## config.mk

```make
export PLATFORM = sky130hd
export DESIGN_NAME = bpsk_frame_ctrl
export DESIGN_NICKNAME = d
export VERILOG_FILES = /design/src/rtl/bpsk_pkg.sv /design/src/rtl/bpsk_sym_collector.sv /design/src/rtl/bpsk_frame_ctrl.sv
export SDC_FILE = /design/constraint.sdc
export NUM_CORES = 1
export LEC_CHECK = 0
export BUFFER_PORTS_ARGS = -buffer_cell sky130_fd_sc_hd__buf_2
export CAP_MARGIN = 20
export CELL_PAD_IN_SITES_DETAIL_PLACEMENT = 1
export CELL_PAD_IN_SITES_GLOBAL_PLACEMENT = 2
export CORE_MARGIN = 3
export CORE_UTILIZATION = 38
export CTS_CLUSTER_SIZE = 12
export DETAILED_ROUTE_END_ITERATION = 7
export GPL_TIMING_DRIVEN = 1
export PLACE_DENSITY = 0.89
export REMOVE_ABC_BUFFERS = 1
export SLEW_MARGIN = 20
export SYNTH_ARGS = -nofsm -noshare
export SYNTH_HDL_FRONTEND = slang
export SYNTH_SLANG_ARGS = --single-unit
```

## constraint.sdc

```tcl
create_clock -name clk -period 2.3 [get_ports clk]
set_clock_uncertainty 0.2 [all_clocks]
set_input_delay 0.345 -clock clk [delete_from_list [all_inputs] [get_ports clk]]
set_output_delay 0.345 -clock clk [all_outputs]
set_load 0.01 [all_outputs]
```

## src/rtl/bpsk_pkg.sv

```systemverilog
// ---------------------------------------------------------------------------
// bpsk_pkg
//   Shared types and helpers for the BPSK frame controller.
//   - state_t     : controller FSM states
//   - SYM_ZERO    : the only soft-symbol pair that decides to a 0 bit
//   - is_erasure  : flags ambiguous symbol pairs (2'b00 / 2'b11)
//   - decide_bit  : hard decision for one symbol pair, identical to the
//                   combinational demod stage
// ---------------------------------------------------------------------------
package bpsk_pkg;

  typedef enum logic [1:0] {
    IDLE    = 2'd0,
    COLLECT = 2'd1,
    HOLD    = 2'd2
  } state_t;

  localparam logic [1:0] SYM_ZERO = 2'b01;

  function automatic logic is_erasure(input logic [1:0] sym);
    return (sym == 2'b00) || (sym == 2'b11);
  endfunction

  // Everything that is not a clean "01" decides to 1, erasures included.
  function automatic logic decide_bit(input logic [1:0] sym);
    return (sym != SYM_ZERO);
  endfunction

endpackage

```

## src/rtl/bpsk_sym_collector.sv

```systemverilog
// ---------------------------------------------------------------------------
// bpsk_sym_collector
//   Indexed 2N-bit symbol store with per-bit hard decision and a saturating
//   erasure counter for the word being assembled.
// Ports
//   clk, rst    : clock, asynchronous active-high reset
//   wr_en       : write sym_in into slot wr_idx this cycle
//   first       : this write starts a new word (erasure count restarts)
//   wr_idx      : slot index, 0 = first symbol of the word
//   sym_in      : soft-symbol pair
//   bits_next   : decided word as it will look after this cycle's write
//   erase_cnt   : erasures seen in the current word (saturates at N)
// ---------------------------------------------------------------------------
module bpsk_sym_collector
  import bpsk_pkg::*;
#(
  parameter int N = 8
) (
  input  logic                   clk,
  input  logic                   rst,
  input  logic                   wr_en,
  input  logic                   first,
  input  logic [$clog2(N+1)-1:0] wr_idx,
  input  logic [1:0]             sym_in,
  output logic [N-1:0]           bits_next,
  output logic [$clog2(N+1)-1:0] erase_cnt
);

  localparam int CW = $clog2(N + 1);

  logic [2*N-1:0] store_q;
  logic [2*N-1:0] store_d;
  logic [CW-1:0]  erase_q;
  logic [CW-1:0]  erase_d;
  logic [CW-1:0]  erase_base;

  // Decisions are taken on the post-write view so the top can capture the
  // complete word on the same edge that accepts the last symbol.
  for (genvar gi = 0; gi < N; gi++) begin : g_slot
    logic slot_wr;
    assign slot_wr                = wr_en && (wr_idx == CW'(gi));
    assign store_d[2*gi +: 2]     = slot_wr ? sym_in : store_q[2*gi +: 2];
    assign bits_next[gi]          = decide_bit(store_d[2*gi +: 2]);
  end

  always_comb begin
    erase_base = first ? '0 : erase_q;
    erase_d    = erase_q;
    if (wr_en) begin
      erase_d = erase_base;
      if (is_erasure(sym_in) && (erase_base != CW'(N))) begin
        erase_d = erase_base + CW'(1);
      end
    end
  end

  always_ff @(posedge clk or posedge rst) begin
    if (rst) begin
      store_q <= '0;
      erase_q <= '0;
    end else begin
      store_q <= store_d;
      erase_q <= erase_d;
    end
  end

  assign erase_cnt = erase_q;

endmodule

```

## src/rtl/bpsk_frame_ctrl.sv

```systemverilog
// ---------------------------------------------------------------------------
// bpsk_frame_ctrl
//   Frames BPSK soft-symbol pairs into N-bit data words between the audio
//   symbol slicer and the FEC decoder. Handles valid/ready flow control on
//   both sides, erasure counting and an inter-symbol timeout.
// Ports
//   clk, rst     : clock, asynchronous active-high reset
//   sym_in       : soft-symbol pair from slicer
//   sym_valid    : sym_in valid
//   sym_ready    : symbol can be accepted (low only while a word is held)
//   data_out     : decided word, bit k from k-th symbol of the word
//   data_valid   : data_out / erase_cnt valid, held until data_ready
//   data_ready   : downstream accepts the word
//   erase_cnt    : erasure count of the presented word
//   timeout_err  : one-cycle pulse when a partial word is aborted
//   busy         : controller is not idle
// ---------------------------------------------------------------------------
module bpsk_frame_ctrl
  import bpsk_pkg::*;
#(
  parameter int N       = 8,
  parameter int TIMEOUT = 1023
) (
  input  logic                   clk,
  input  logic                   rst,
  input  logic [1:0]             sym_in,
  input  logic                   sym_valid,
  output logic                   sym_ready,
  output logic [N-1:0]           data_out,
  output logic                   data_valid,
  input  logic                   data_ready,
  output logic [$clog2(N+1)-1:0] erase_cnt,
  output logic                   timeout_err,
  output logic                   busy
);

  localparam int CW = $clog2(N + 1);
  localparam int GW = $clog2(TIMEOUT + 1);

  state_t         state_q, state_d;
  logic [CW-1:0]  sym_cnt_q, sym_cnt_d;
  logic [GW-1:0]  gap_cnt_q, gap_cnt_d;
  logic [N-1:0]   data_out_q, data_out_d;
  logic           data_valid_q, data_valid_d;
  logic           timeout_err_q, timeout_err_d;

  logic           xfer;
  logic           first_sym;
  logic [CW-1:0]  wr_idx;
  logic [N-1:0]   bits_next;

  // Ready only depends on state, so a symbol presented during HOLD simply
  // waits upstream; nothing is dropped.
  assign sym_ready = (state_q != HOLD);
  assign xfer      = sym_valid && sym_ready;
  assign first_sym = (state_q == IDLE);
  assign wr_idx    = first_sym ? '0 : sym_cnt_q;

  bpsk_sym_collector #(
    .N (N)
  ) u_collector (
    .clk       (clk),
    .rst       (rst),
    .wr_en     (xfer),
    .first     (first_sym),
    .wr_idx    (wr_idx),
    .sym_in    (sym_in),
    .bits_next (bits_next),
    .erase_cnt (erase_cnt)
  );

  always_comb begin
    state_d       = state_q;
    sym_cnt_d     = sym_cnt_q;
    gap_cnt_d     = gap_cnt_q;
    data_out_d    = data_out_q;
    data_valid_d  = data_valid_q;
    timeout_err_d = 1'b0;

    unique case (state_q)
      IDLE: begin
        if (xfer) begin
          sym_cnt_d = CW'(1);
          gap_cnt_d = '0;
          if (N == 1) begin
            state_d      = HOLD;
            data_out_d   = bits_next;
            data_valid_d = 1'b1;
          end else begin
            state_d = COLLECT;
          end
        end
      end

      COLLECT: begin
        if (xfer) begin
          gap_cnt_d = '0;
          if (sym_cnt_q == CW'(N - 1)) begin
            state_d      = HOLD;
            sym_cnt_d    = '0;
            data_out_d   = bits_next;
            data_valid_d = 1'b1;
          end else begin
            sym_cnt_d = sym_cnt_q + CW'(1);
          end
        end else if (gap_cnt_q == GW'(TIMEOUT - 1)) begin
          // This idle cycle brings the gap to TIMEOUT: abort the word.
          // data_out keeps the last delivered word.
          state_d       = IDLE;
          sym_cnt_d     = '0;
          gap_cnt_d     = '0;
          timeout_err_d = 1'b1;
        end else begin
          gap_cnt_d = gap_cnt_q + GW'(1);
        end
      end

      HOLD: begin
        if (data_ready) begin
          state_d      = IDLE;
          data_valid_d = 1'b0;
        end
      end

      default: begin
        state_d      = IDLE;
        sym_cnt_d    = '0;
        gap_cnt_d    = '0;
        data_valid_d = 1'b0;
      end
    endcase
  end

  always_ff @(posedge clk or posedge rst) begin
    if (rst) begin
      state_q       <= IDLE;
      sym_cnt_q     <= '0;
      gap_cnt_q     <= '0;
      data_out_q    <= '0;
      data_valid_q  <= 1'b0;
      timeout_err_q <= 1'b0;
    end else begin
      state_q       <= state_d;
      sym_cnt_q     <= sym_cnt_d;
      gap_cnt_q     <= gap_cnt_d;
      data_out_q    <= data_out_d;
      data_valid_q  <= data_valid_d;
      timeout_err_q <= timeout_err_d;
    end
  end

  assign data_out    = data_out_q;
  assign data_valid  = data_valid_q;
  assign timeout_err = timeout_err_q;
  assign busy        = (state_q != IDLE);

endmodule
```

Word-level counts from Yosys, hierarchy flattened
Index checks and enable logic that the tools add are counted.

cells by class
  add/sub/neg operators = 3
  multipliers = 0
  divide/modulo/power cells = 0
  magnitude comparators = 0
  eq/ne operators = 28
  shift operators = 0
  muxes and demuxes = 33
  bitwise gates (word level) = 2
  reductions and logical operators = 20

operator list
  kind                   number
  $mux 10                3
  $pmux 10 s3            1
  $mux 4                 7
  $mux 2                 13
  $eq 4x3->1 const B     5
  $ne 2x1->1 const B     10
  $pmux 4 s3             1
  $add 10x1->10 const B  1
  $eq 10x10->1 const B   1
  $logic_and 1x1->1      10
  $add 4x1->4 const B    2
  $eq 4x2->1 const B     2
  $reduce_and 4->1       2
  $mux 1                 6
  $ne 2x2->1 const B     3
  $pmux 2 s3             1
  $reduce_and 3->1       2
  $eq 2x2->1 const B     2
  $eq 4x1->1 const B     1
  $logic_not 2->1        2
  $logic_not 4->1        1
  $ne 4x4->1 const B     1
  $ne 3x2->1 const B     1
  $ne 3x3->1 const B     1
  other kinds (6)        7

word-level totals
  register bits = 46
  bits in latches = 0
  bits in writable memories = 0
  ROM bits = 0
  input bits = 6
  logic and storage cells = 94
  memories = 0

Depth between registers and ports, before layout
Gate-level depths: netlist of run 1.

  word-level depth = 6
  depth in mapped cells = 9
  mapped depth without buffers = 8

Hierarchy
A second synthesis of run 1 with hierarchy kept.

unflattened totals
  cell total of the unflattened synthesis = 216
  area total of the unflattened synthesis = 2,484.9 µm²

by module, submodules not included
  module              times used  cells an instance  area each (µm²)  seq. area each (µm²)
  bpsk_frame_ctrl     1           120                1,296.2          650.6
  bpsk_sym_collector  1           96                 1,188.6          500.5

Worst setup path before layout of run 1
Ideal clock, no wire load.

  kind = register -> register
  start = register state_q[0]
  end = register u_collector.erase_q[3] (netlist: u_collector.erase_cnt[3])
  setup time = 79 ps
  arrival = 1,613 ps
  data required time = 2,021 ps
  slack = 408 ps
  stages on the path, launching flop included = 10
  buffers on the path = 1
  clock period less this slack = 1,892 ps
  cell sequence = dfrtp_1 > buf_2 > nor2_2 > inv_1 > nand2_1 > ha_1 > nand3b_1 > o2111a_1 > nand4_1 > xor2_1

on the way
  longest elaborated chain between the ends = 5

ends and longest elaborated chain
  element                                                              line                      text
  from (decl)                                                          bpsk_frame_ctrl.sv:40     state_t state_q, state_d;
  from (signal assigned)                                               bpsk_frame_ctrl.sv:143    state_q <= state_d;
  parallel branches: the longest is 5 deep, another holds $add 4x1->4  -
  to (signal assigned)                                                 bpsk_sym_collector.sv:63  erase_q <= erase_d;
  to (decl)                                                            bpsk_sym_collector.sv:33  logic [CW-1:0] erase_q;

Parallel ways; which one is timed is not known.
A chain may end at the register's enable or synchronous reset.

Worst setup path after layout of run 1
  start = register state_q[0]
  end = register data_out_q[2] (netlist: data_out[2])

on the way
  longest elaborated chain between the ends = 6

ends and longest elaborated chain
  element               line                      text
  $logic_not 2->1       bpsk_frame_ctrl.sv:56     assign first_sym = (state_q == IDLE);
  $mux 4                bpsk_frame_ctrl.sv:57     assign wr_idx = first_sym ? '0 : sym_cnt_q;
  $eq 4x2->1            bpsk_sym_collector.sv:41  assign slot_wr = wr_en && (wr_idx == CW'(gi));
  $logic_and 1x1->1     bpsk_sym_collector.sv:41
  $mux 2                bpsk_sym_collector.sv:42  assign store_d[2*gi +: 2] = slot_wr ? sym_in : store_q[2*gi +: 2];
  $ne 2x1->1            bpsk_pkg.sv:26            return (sym != SYM_ZERO);
  to (signal assigned)  bpsk_frame_ctrl.sv:146    data_out_q <= data_out_d;
  to (decl)             bpsk_frame_ctrl.sv:43     logic [N-1:0] data_out_q, data_out_d;

Several ways; a longest one is shown, not always the timed one.

==> results.md, run 1 <==
- Status: finished, violations left
- Failing checks: negative hold slack
- Clock insertion delay at the later pin of the skew report: 0.30 ns
- Max rail drop VDD: 412.6 uV
- Drt wl/cell: around 15 um
- Die Y-Extent: 83.84 um
- Total Nets Final: 249
- Final Hold Slack: -0.01420 ns
- Antenna violations before repair: 0
- Total setup buffers inserted after CTS: 0
- Max Buffers Root-to-Sink: 2
- Initial Utilization: 40.56%
- Synth unique cells: 46
- Critical setup path kind: reg -> reg
- CTS tree: built
- DP Cell Count: 303
- Fraction of layout cells with a size suffix above 1: 28.45%
- Routed wire length: approximately 4500 um
- Static Leak: around 1.2 nW
- Final Worst Setup Slack: 0.2942 ns
- Final period utilization: roughly 87%
- Post-cts hold buffer count: 0
- Worst hold path type: in -> async
- Setup TNS: 0 ns
- Seq/Total Area, Yosys: between 50% and 60%
- Slew HR: about three fifths
- Clock Sinks: 46
- Worst path required time: around 2.3 ns
- Slowest stage delay, CP: 0.51 ns
- FF+latch count, synth: 46
- Synthesized instance count: 212
- Vias in the first global route: 1677
- CTS buffer count: 5
- PwrDens: ~1000 mW/mm^2
- Via count: between 1500 and 2000
- Hpwl dp: between 3000 and 4000 um
- Clock-pin slew on the worst setup and hold paths: around 0.09 ns
- Pre-CTS WS: ~0.3 ns
- Layout overhead on the synthesized area: 12.12%
- CP max-delay cell: dfrtp_1
- Final hold violation count: 40
- GRT overflow: 0
- GR Util All Layers: 14.35%
- Cell chain of the critical path: and3b_1 > and2_1 > buf_4 > nor2_1 > a31oi_1
- Number of antenna diodes: 0
- Cell family contributing the most delay on the critical path: simple AND/OR/NAND/NOR gates
- # setup viols final: 0
- H-tree depth: 2
- Post-synthesis async set-or-reset flop share: 100.0%
- Number of synthesized flops with an enable pin: 0
- Maxcap violations: 0
- Post-Syn Area: approximately 0.0023 mm^2
- Unrepaired setup endpoints after global routing: no
- Nature of the critical path endpoint: flip-flop
- Slew of the pin with the lowest slew margin: 0.5737 ns
- Crit path launch type: flip-flop
- Final Non-Filler Cells: 311
- Buffer and inverter count on the worst path: 1
- Die footprint: 0.007028 mm^2
- Slew Limit Fails: 0
- RePlAce Congestion: 0.7322
- Num rows: 27
- Flop2flop setup slack: 0.29 ns
- Core Area: 0.005675 mm^2
- Root buf cell: clkbuf_8
- Width of the die: 83.84 um
- Tmin final: 2.006 ns
- Synth Flop Type: dfrtp_1
- Terminus of the critical flop-to-flop path: data_out[2]
- Syn. warnings: 0
- First-pass GRT wire length: 8307 um
- Input/output buffers: 21
- Fillers: 651
- Crit Path Max Fanout: 13
- DR pass1 iterations: 3
- Vias per std cell: 5.109
- Avg Cell Area, Syn: approximately 11 um^2
- Depth of the most critical reg-to-reg path: 5
- CTS-repair resized insts: 0
- Antenna viol nets, final: 0
- Largest net degree at the start of global routing: between 40 and 50
- Maximum clock frequency: 0.4986 GHz
- Data arrival time of the worst path: 2.02 ns
- DR iter-0 viols: 57
- Reg-to-reg startpoint: state_q[0]
- # IOs: 22
- DR DRC count: 0
==> worst min-delay path, cell delays in order <==
cell   delay [ns]
buf_2        0.10
inv_2        0.03
buf_4        0.47
==> flip-flops by register name, indices dropped and copies added, names as in the netlist <==
signal                 count
sym_cnt_q                  4
data_valid                 1
state_q                    2
timeout_err                1
data_out                   8
u_collector.store_q       16
gap_cnt_q                 10
u_collector.erase_cnt      4
==> cell type report <==
type | count | area, um^2 | share of cell area, %
well taps | 72 | 90.09 | 3.490
multi-input cells | 141 | 1028 | 39.84
clock inverters | 3 | 21.27 | 0.8240
inverters | 15 | 56.30 | 2.181
clock buffers | 5 | 68.82 | 2.666
repair buffers | 29 | 165.2 | 6.398
flip-flops and latches | 46 | 1151 | 44.60
==> how the worst max path moves through the flow <==
stage	from	endpoint	slack [ns]	cells after the start
after detailed placement	state_q[0]	data_out[3]	0.29	5
final	state_q[0]	data_out[2]	0.29	5
after global placement	state_q[0]	u_collector.erase_cnt[3]	0.35	8
after CTS	state_q[0]	u_collector.erase_cnt[3]	0.28	8
after global routing	state_q[0]	data_out[1]	0.13	5
after floorplan	state_q[0]	u_collector.erase_cnt[3]	0.30	8
==> kinds of logic after synthesis <==
kind of cell / after synthesis / synth area share, %
AOI/OAI and AO/OA: 38 / 12.55
xor gates and xnor gates: 11 / 4.185
adders and majority gates: 5 / 2.717
buffers and inverters: 25 / 5.326
DFF: 46 / 50.00
muxes: 16 / 7.826
and+or+nand+nor: 71 / 17.39
==> metrics by stage <==
step / hold WS [ns] / area, um^2 / utilization [%] / power (mW)
CTS: 0.004610 / 2581 / 45.48 / 2.595
floorplan: 0.2209 / 2236 / - / 1.793
global route: 0.03396 / 2581 / 45.48 / 2.771
detailed placement: 0.2382 / 2491 / 43.89 / 2.085
finish: -0.01420 / 2581 / 45.48 / 2.547
global placement: 0.2341 / 2491 / 43.89 / 2.054
==> cell usage after synthesis (all sizes together) (2+ instances only) <==
cell	n	share of area [%]
xor2	9	3.4
and4	3	1.4
xnor2	2	0.76
o211ai	4	1.3
nand2b	2	0.54
o2111ai	2	0.76
nand4b	3	1.1
o21ai	10	2.2
o221a	2	0.98
nor2	19	3.2
and3b	2	0.76
nand3	3	0.87
a41oi	2	0.76
and2	2	0.60
and3	6	1.9
nand2	21	3.4
nor2b	3	0.82
inv	15	2.4
ha	5	2.7
and4b	2	0.87
a21oi	4	0.87
a31oi	5	1.4
buf	10	2.9
a21o	3	1.0
mux2	16	7.8
o31ai	2	1.8
dfrtp	46	50
==> layout by cell type (no fill, tap or decap), drive strengths merged, types with 3 or more instances in the layout <==
cell    Yosys  routed
a21oi       4       4
o211ai      4       4
buf        10      29
dfrtp      46      46
a31oi       5       5
a21o        3       3
o21ai      10      10
nand4b      3       3
and3        6       6
clkbuf      0       5
nand3       3       3
nor2b       3       3
nor2       19      19
inv        15      15
and4        3       3
nand2      21      21
ha          5       5
mux2       16      16
xor2        9       9
==> per-layer routing <==
layer	routed length [um]	part of all wire [%]	track usage [%]	up-vias
met1	2321	51	20.66	779
li1	-	-	-	787
met3	112	2.5	2.665	5
met2	2035	45	22.56	18
met4	44	0.97	3.070	0
met5	0	0	0	-
==> report_power, final <==
part           leakage [nW]  switching, mW  total (mW)  internal (mW)
registers             0.590          0.169        1.25           1.08
clock network        0.0441          0.282       0.496          0.214
logic                 0.591          0.395       0.801          0.406
total                  1.23          0.846        2.55           1.70
Note: power is estimated with default switching activity, not from simulation.
==> run 2: changes to the inputs <==
- CAP_MARGIN: 20 -> 10
- PLACE_DENSITY: 0.89 -> default
- PLACE_DENSITY_LB_ADDON: default -> 0.2
==> run 2 against run 1 <==
- the run still ends with negative hold slack left
- sequential share of layout area grew 0.33 points
- die area is the same
- cell area shrank 0.73%
- utilization shrank 0.33 points
- combinational power grew 2.9%
- fmax grew 0.65%
- worst hold slack gained 0.0062 ns
- via count grew 4.6%
- largest power group unchanged
==> results.md, run 2 (synthesized netlist as in run 1, its figures left out) <==
- Status: finished, violations left
- Failing checks: negative hold slack
- Largest net degree at the start of global routing: 47 (unchanged)
- Setup TNS: 0 ns (unchanged)
- Static Leak: 1.220 nW (-0.42%)
- Via count: 1662 (+4.6%)
- Total Nets Final: 248 (-0.40%)
- Worst path required time: 2.32 ns (about the same)
- Number of antenna diodes: 0 (unchanged)
- Top reg by flops: u_collector.store_q
- Fraction of layout cells with a size suffix above 1: 27.85% (-0.60 points)
- Most frequent cells in the layout: 46 x dfrtp_1, 21 x nand2_1, 21 x buf_2
- Tmin final: 1.993 ns (-0.01288 ns)
- Data arrival time of the worst path: 2.02 ns (about the same)
- Core Area: 0.005675 mm^2 (unchanged)
- DR DRC count: 0 (unchanged)
- Critical setup path kind: reg -> reg
- Reg area: 0.001151 mm^2 (unchanged)
- Root buf cell: clkbuf_8
- Max Buffers Root-to-Sink: 2 (unchanged)
- Die Y-Extent: 83.84 um (unchanged)
- Commonest non-fill, non-tap cell in the layout: dfrtp_1
- Unrepaired setup endpoints after global routing: no
- Final Non-Filler Cells: 309 (-0.64%)
- Crit path launch type: flip-flop
- Area of the multi-input gates: 0.001028 mm^2 (unchanged)
- Final non-filler cell area: 0.002562 mm^2 (-0.73%)
- Drt wl/cell: 16.93 um (+17%)
- Max rail drop VDD: 469.7 uV (+14%)
- Layout overhead on the synthesized area: 11.30%
- Clock insertion delay at the later pin of the skew report: 0.30 ns (about the same)
- Die footprint: 0.007028 mm^2 (unchanged)
- DP Cell Count: 302 (-0.33%)
- # IOs: 22 (unchanged)
- Slew Limit Fails: 0 (unchanged)
- Final period utilization: 86.65% (-0.56 points)
- First-pass GRT wire length: 9108 um (+9.6%)
- Final hold violation count: 10 (-75%)
- Final Worst Setup Slack: 0.3071 ns (+0.01288 ns)
- Total setup buffers inserted after CTS: 0 (unchanged)
- Clock Sinks: 46 (unchanged)
- Depth of the most critical reg-to-reg path: 8 (+3)
- H-tree depth: 2 (unchanged)
- CTS-repair resized insts: 0 (unchanged)
- Nature of the critical path endpoint: flip-flop
- DR iter-0 viols: 44 (-23%)
- # setup viols final: 0 (unchanged)
- Final Hold Slack: -0.007984 ns (+0.006219 ns)
- Flop2flop setup slack: 0.31 ns (about the same)
- Vias in the first global route: 1814 (+8.2%)
- Slew of the pin with the lowest slew margin: 0.6058 ns (+0.03202 ns)
- Post-cts hold buffer count: 0 (unchanged)
- Worst hold path type: in -> async
- Slew HR: 59.62% (-2.1 points)
- Maxcap violations: 0 (unchanged)
- Input/output buffers: 21 (unchanged)
- GR Util All Layers: 16.05% (+1.7 points)
- Vias per std cell: 5.379 (+5.3%)
- RePlAce Congestion: 0.7315 (about the same)
- Fillers: 635 (-2.5%)
- Terminus of the critical flop-to-flop path: u_collector.erase_cnt[3]
- Antenna viol nets, final: 0 (unchanged)
- CTS buffer count: 5 (unchanged)
- Clock-pin slew on the worst setup and hold paths: 0.09 ns (about the same)
- Cell Area, Placed: 0.002484 mm^2 (-0.30%)
- Initial Utilization: 40.56% (unchanged)
- Pre-CTS WS: 0.2364 ns (-0.05668 ns)
- DR pass1 iterations: 4 (+1)
- Reg-to-reg startpoint: state_q[0]
- Num rows: 27 (unchanged)
- Antenna violations before repair: 0 (unchanged)
- Max FFs per register: 16 (unchanged)
- Hpwl dp: 3756 um (+18%)
- CTS tree: built
- PwrDens: 999.2 mW/mm^2 (+1.2%)
- Width of the die: 83.84 um (unchanged)
- Maximum clock frequency: 0.5018 GHz (+0.65%)
- GRT overflow: 0 (unchanged)
- Routed wire length: 5232 um (+16%)
- Crit Path Max Fanout: 7 (-6)
## run 2: cell count changes in the layout (fill, tap and decap cells not counted)
cell / previous run / this run
buf_4: 8 / 7
clkinv_2: 1 / 2
clkinv_4: 1 / 0
clkinvlp_4: 1 / 0
## run 2: worst max path at each step
stage                           from                  endpoint  cells after the start  slack (ns)
after floorplan           state_q[0]  u_collector.erase_cnt[3]                      8        0.30
after global placement    state_q[0]  u_collector.erase_cnt[3]                      8        0.38
after detailed placement   sym_valid               data_out[2]                      6        0.24
after CTS                 state_q[0]  u_collector.erase_cnt[3]                      8        0.29
after global routing      state_q[0]  u_collector.erase_cnt[3]                      8        0.15
final                     state_q[0]  u_collector.erase_cnt[3]                      8        0.31
## run 2: layer usage
layer | part of all wire [%] | up-vias | GRT usage [%] | wire length (um)
met5 | 0 | - | 0 | 0
met2 | 50 | 28 | 26.97 | 2601
met4 | 1.1 | 0 | 3.509 | 58
li1 | - | 784 | - | -
met3 | 3.2 | 9 | 3.751 | 170
met1 | 46 | 841 | 21.04 | 2402
## run 2: per-stage QoR
| stage | power (mW) | utilization [%] |
|---|---|---|
| floorplan | 1.793 | - |
| global placement | 2.049 | 43.76 |
| detailed placement | 2.114 | 43.76 |
| CTS | 2.595 | 45.15 |
| global route | 2.767 | 45.15 |
| finish | 2.560 | 45.15 |
## run 2: worst max-delay path: stages, from the launching register on
cell and delay [ns]:
dfrtp_1 0.47, nor2_2 0.21, inv_1 0.10, nand2_1 0.10
ha_1 0.14, nand3b_1 0.09, o2111a_1 0.30, nand4_1 0.15
xor2_1 0.17
## run 2: layout make-up
type                    instances  share of cell area (%)
well taps                      72                   3.516
inverters                      15                   2.197
multi-input cells             141                   40.14
clock inverters                 2                  0.3906
flip-flops and latches         46                   44.92
clock buffers                   5                   2.686
repair buffers                 28                   6.152
## run 2: power breakdown
part / internal (mW) / switching, mW / total [mW]
combinational: 0.405 / 0.419 / 0.824
clock: 0.205 / 0.271 / 0.476
sequential: 1.08 / 0.179 / 1.26
==> run 3: changes to the inputs <==
- ABC_AREA: default -> 1
- BUFFER_PORTS_ARGS: -buffer_cell sky130_fd_sc_hd__buf_2 -> default
- CORE_UTILIZATION: 38 -> 37
- DONT_BUFFER_PORTS: default -> 1
==> run 3 against run 2 <==
- the flow now finishes without violations
- combinational power decreased by 6.6%
- power increased by 2.4%
- cell area decreased by 0.34%
- utilization decreased by 2.5 points
- clock power increased by 26%
- sequential share of layout area increased by 0.15 points
- global-route usage decreased by 0.27 points
- worst setup slack got worse by 0.053 ns
- sequential power about the same
- routed wire length decreased by 2.2%
- critical path type unchanged
- critical endpoint unchanged
- largest power group unchanged
==> results.md, run 3 <==
- Synthesized instance count: 300 (+42%)
- GR Util All Layers: 15.78% (-0.27 points)
- Switch Pwr: 0.9965 mW (+15%)
- Pre-CTS WS: 0.2395 ns (+0.003136 ns)
- Slowest stage delay, CP: 0.46 ns (about the same)
- Count leader, synth: nand2_1
- Setup TNS: 0 ns (unchanged)
- Combinational power share: 29.4% (-2.8 points)
- Cell chain of the critical path: nor2_1 > nor2_1 > inv_1 > ha_1 > nand3_1 > o21ai_0 > nor2_1 > nand2_1 > xor2_1
- Worst path required time: 2.32 ns (about the same)
- First-pass GRT wire length: 9114 um (about the same)
- Max FFs per register: 16 (unchanged)
- GRT met3 Usage: 2.718% (-1.0 points)
- Synth unique cells: 22 (-52%)
- Slew HR: 59.50% (-0.12 points)
- Maxcap violations: 0 (unchanged)
- DR DRC count: 0 (unchanged)
- Worst hold path type: in -> reg
- DP Cell Count: 375 (+24%)
- Die Y-Extent: 85.14 um (+1.6%)
- Final hold violation count: 0 (-10)
- Vias per std cell: 4.708 (-12%)
- CTS tree: built
- Critical setup path kind: reg -> reg
- FF+latch count, synth: 46 (unchanged)
- CTS buffer count: 5 (unchanged)
- Top reg by flops: u_collector.store_q
- Cell family contributing the most delay on the critical path: simple AND/OR/NAND/NOR gates
- Max rail drop VDD: 392.6 uV (-16%)
- Crit Path Max Fanout: 5 (-2)
- Top-area cell type share of the netlist area: 49.68% (-0.32 points)
- Fillers: 746 (+17%)
- PwrDens: 1027 mW/mm^2 (+2.8%)
- Post-Syn Area: 0.002317 mm^2 (+0.65%)
- Reg area: 0.001151 mm^2 (unchanged)
- Clk network pwr share: 22.8% (+4.2 points)
- Initial Utilization: 38.68% (-1.9 points)
- GR peak layer: met2
- # setup viols final: 0 (unchanged)
- Clock insertion delay at the later pin of the skew report: 0.30 ns (about the same)
- Input/output buffers: 0 (-100%)
- Antenna violations before repair: 0 (unchanged)
- Area contributors post-synth: dfrtp_1 50%, nand2_1 19%, inv_1 6.3%, nand3_1 5.4%, ha_1 2.7%
- Int Pwr: 1.627 mW (-3.8%)
- Crit path launch type: flip-flop
- Unrepaired setup endpoints after global routing: no
- Max Buffers Root-to-Sink: 2 (unchanged)
- Width of the die: 85.14 um (+1.6%)
- DR iter-0 viols: 74 (+68%)
- M1 GR Usage: 21.94% (+0.90 points)
- Routed wire length: 5117 um (-2.2%)
- CP most frequent cell: nor2_1
- Switch share: 37.99% (+4.1 points)
- Post-synthesis async set-or-reset flop share: 100.0% (unchanged)
- Slew Limit Fails: 0 (unchanged)
- Tmin final: 2.046 ns (+0.05274 ns)
- Clock-pin slew on the worst setup and hold paths: 0.09 ns (about the same)
- Data arrival time of the worst path: 2.06 ns (+0.04 ns)
- Layout overhead on the synthesized area: 10.21%
- Seq/Total Area, Yosys: 49.68% (-0.32 points)
- Synth area leader: dfrtp_1
- # IOs: 22 (unchanged)
- Reg power frac: 47.8% (-1.5 points)
- Met2 Use GR: 25.00% (-2.0 points)
- Via count: 1822 (+9.6%)
- Number of synthesized flops with an enable pin: 0 (unchanged)
- RePlAce Congestion: 0.7551 (+3.2%)
- Syn. warnings: 0 (unchanged)
- Clock Sinks: 46 (unchanged)
- Final Worst Setup Slack: 0.2544 ns (-0.05274 ns)
- CTS-repair resized insts: 0 (unchanged)
- Area of the multi-input gates: 978.4 um^2 (-4.9%)
- H-tree depth: 2 (unchanged)
- Final period utilization: 88.94% (+2.3 points)
- Post-synth top cells: 118 x nand2_1, 46 x dfrtp_1, 39 x inv_1
- Antenna viol nets, final: 0 (unchanged)
- DR pass1 iterations: 4 (unchanged)
- Final Non-Filler Cells: 387 (+25%)
- Post-cts hold buffer count: 3 (+3)
- Number of antenna diodes: 0 (unchanged)
- Total setup buffers inserted after CTS: 0 (unchanged)
- Status: finished, final reports clean
- Drt wl/cell: 13.22 um (-22%)
- Most frequent cells in the layout: 118 x nand2_1, 46 x dfrtp_1, 38 x inv_1
- Largest net degree at the start of global routing: 47 (unchanged)
- Avg Cell Area, Syn: 7.724 um^2 (-29%)
- Slew of the pin with the lowest slew margin: 0.6075 ns (+0.001761 ns)
- Hpwl dp: 3726 um (-0.80%)
- Commonest non-fill, non-tap cell in the layout: nand2_1
- Root buf cell: clkbuf_8
- Core Area: 0.005991 mm^2 (+5.6%)
- Total Nets Final: 322 (+30%)
- Die footprint: 0.007248 mm^2 (+3.1%)
- Nature of the critical path endpoint: flip-flop
- Vias in the first global route: 1905 (+5.0%)
- Static Leak: 1.292 nW (+5.9%)
- GRT overflow: 0 (unchanged)
- Num rows: 28 (+3.7%)
- Synth Flop Type: dfrtp_1
- CP max-delay cell: dfrtp_1
- Buffer and inverter count on the worst path: 1 (unchanged)
- Fraction of layout cells with a size suffix above 1: 8.974% (-19 points)
- Maximum clock frequency: 0.4889 GHz (-2.6%)
run 3: changes by cell type in the layout (fill, tap and decap cells not counted), moves of 5 or more:
cell,previous run,this run
nand3_1,2,25
nor2_2,1,8
buf_2,21,0
mux2_2,16,0
inv_1,14,38
xor2_1,9,4
nand2_1,21,118
run 3: power groups by stage:
stage / Combinational (mW) / Sequential (mW) / Clock (mW)
finish: 0.770 / 1.25 / 0.599
global route: 0.930 / 1.30 / 0.650
CTS: 0.790 / 1.26 / 0.627
detailed placement: 0.781 / 1.28 / 0
global placement: 0.761 / 1.27 / 0
floorplan: 0.618 / 1.23 / 0
run 3: path summary, 6_finish.rpt:
path                            cells past startpoint  slack (ns)         start                        to
worst min-delay path                                2        0.02     sym_in[0]    u_collector.store_q[0]
worst max register to register                      9        0.25    state_q[1]  u_collector.erase_cnt[3]
worst max-delay path                                9        0.25    state_q[1]  u_collector.erase_cnt[3]
max in group asynchronous                           3        1.02           rst   u_collector.store_q[15]
min in group asynchronous                           3        0.45           rst               data_out[0]
worst min register to register                      1        0.27  gap_cnt_q[4]              gap_cnt_q[4]
run 3: area by class of cell:
cell class              instances  area share, %
flip-flops and latches         46          45.08
multi-input cells             208          38.31
inverters                      43          6.320
well taps                      75          3.675
clock buffers                   7          2.989
repair buffers                  7          2.450
clock inverters                 1          1.176
run 3: cells by family (layout without fill, tap and decap cells):
family	count (synthesis)	in the layout	synth area share, %
AND/OR/NAND/NOR	177	177	32.34
flip-flops	46	46	49.68
buffers and inverters	46	58	8.099
AO/OA/AOI/OAI	20	20	4.914
XOR/XNOR	6	6	2.268
adder cells (fa/ha/maj)	5	5	2.700
run 3: through the flow:
stage	hold slack [ns]	util (%)	total power, mW	instance area [um^2]
final	0.01606	42.63	2.623	2554
after global routing	0.01527	42.63	2.877	2554
after CTS	0.005030	42.46	2.677	2544
after detailed placement	0.2338	40.18	2.058	2407
after global placement	0.2345	40.18	2.027	2407
after floorplan	0.2360	-	1.846	2291
run 3: per-layer routing:
layer	vias up	wire, um
met5	-	0
met4	0	65
met3	5	137
met2	22	2273
met1	853	2640
li1	942	-
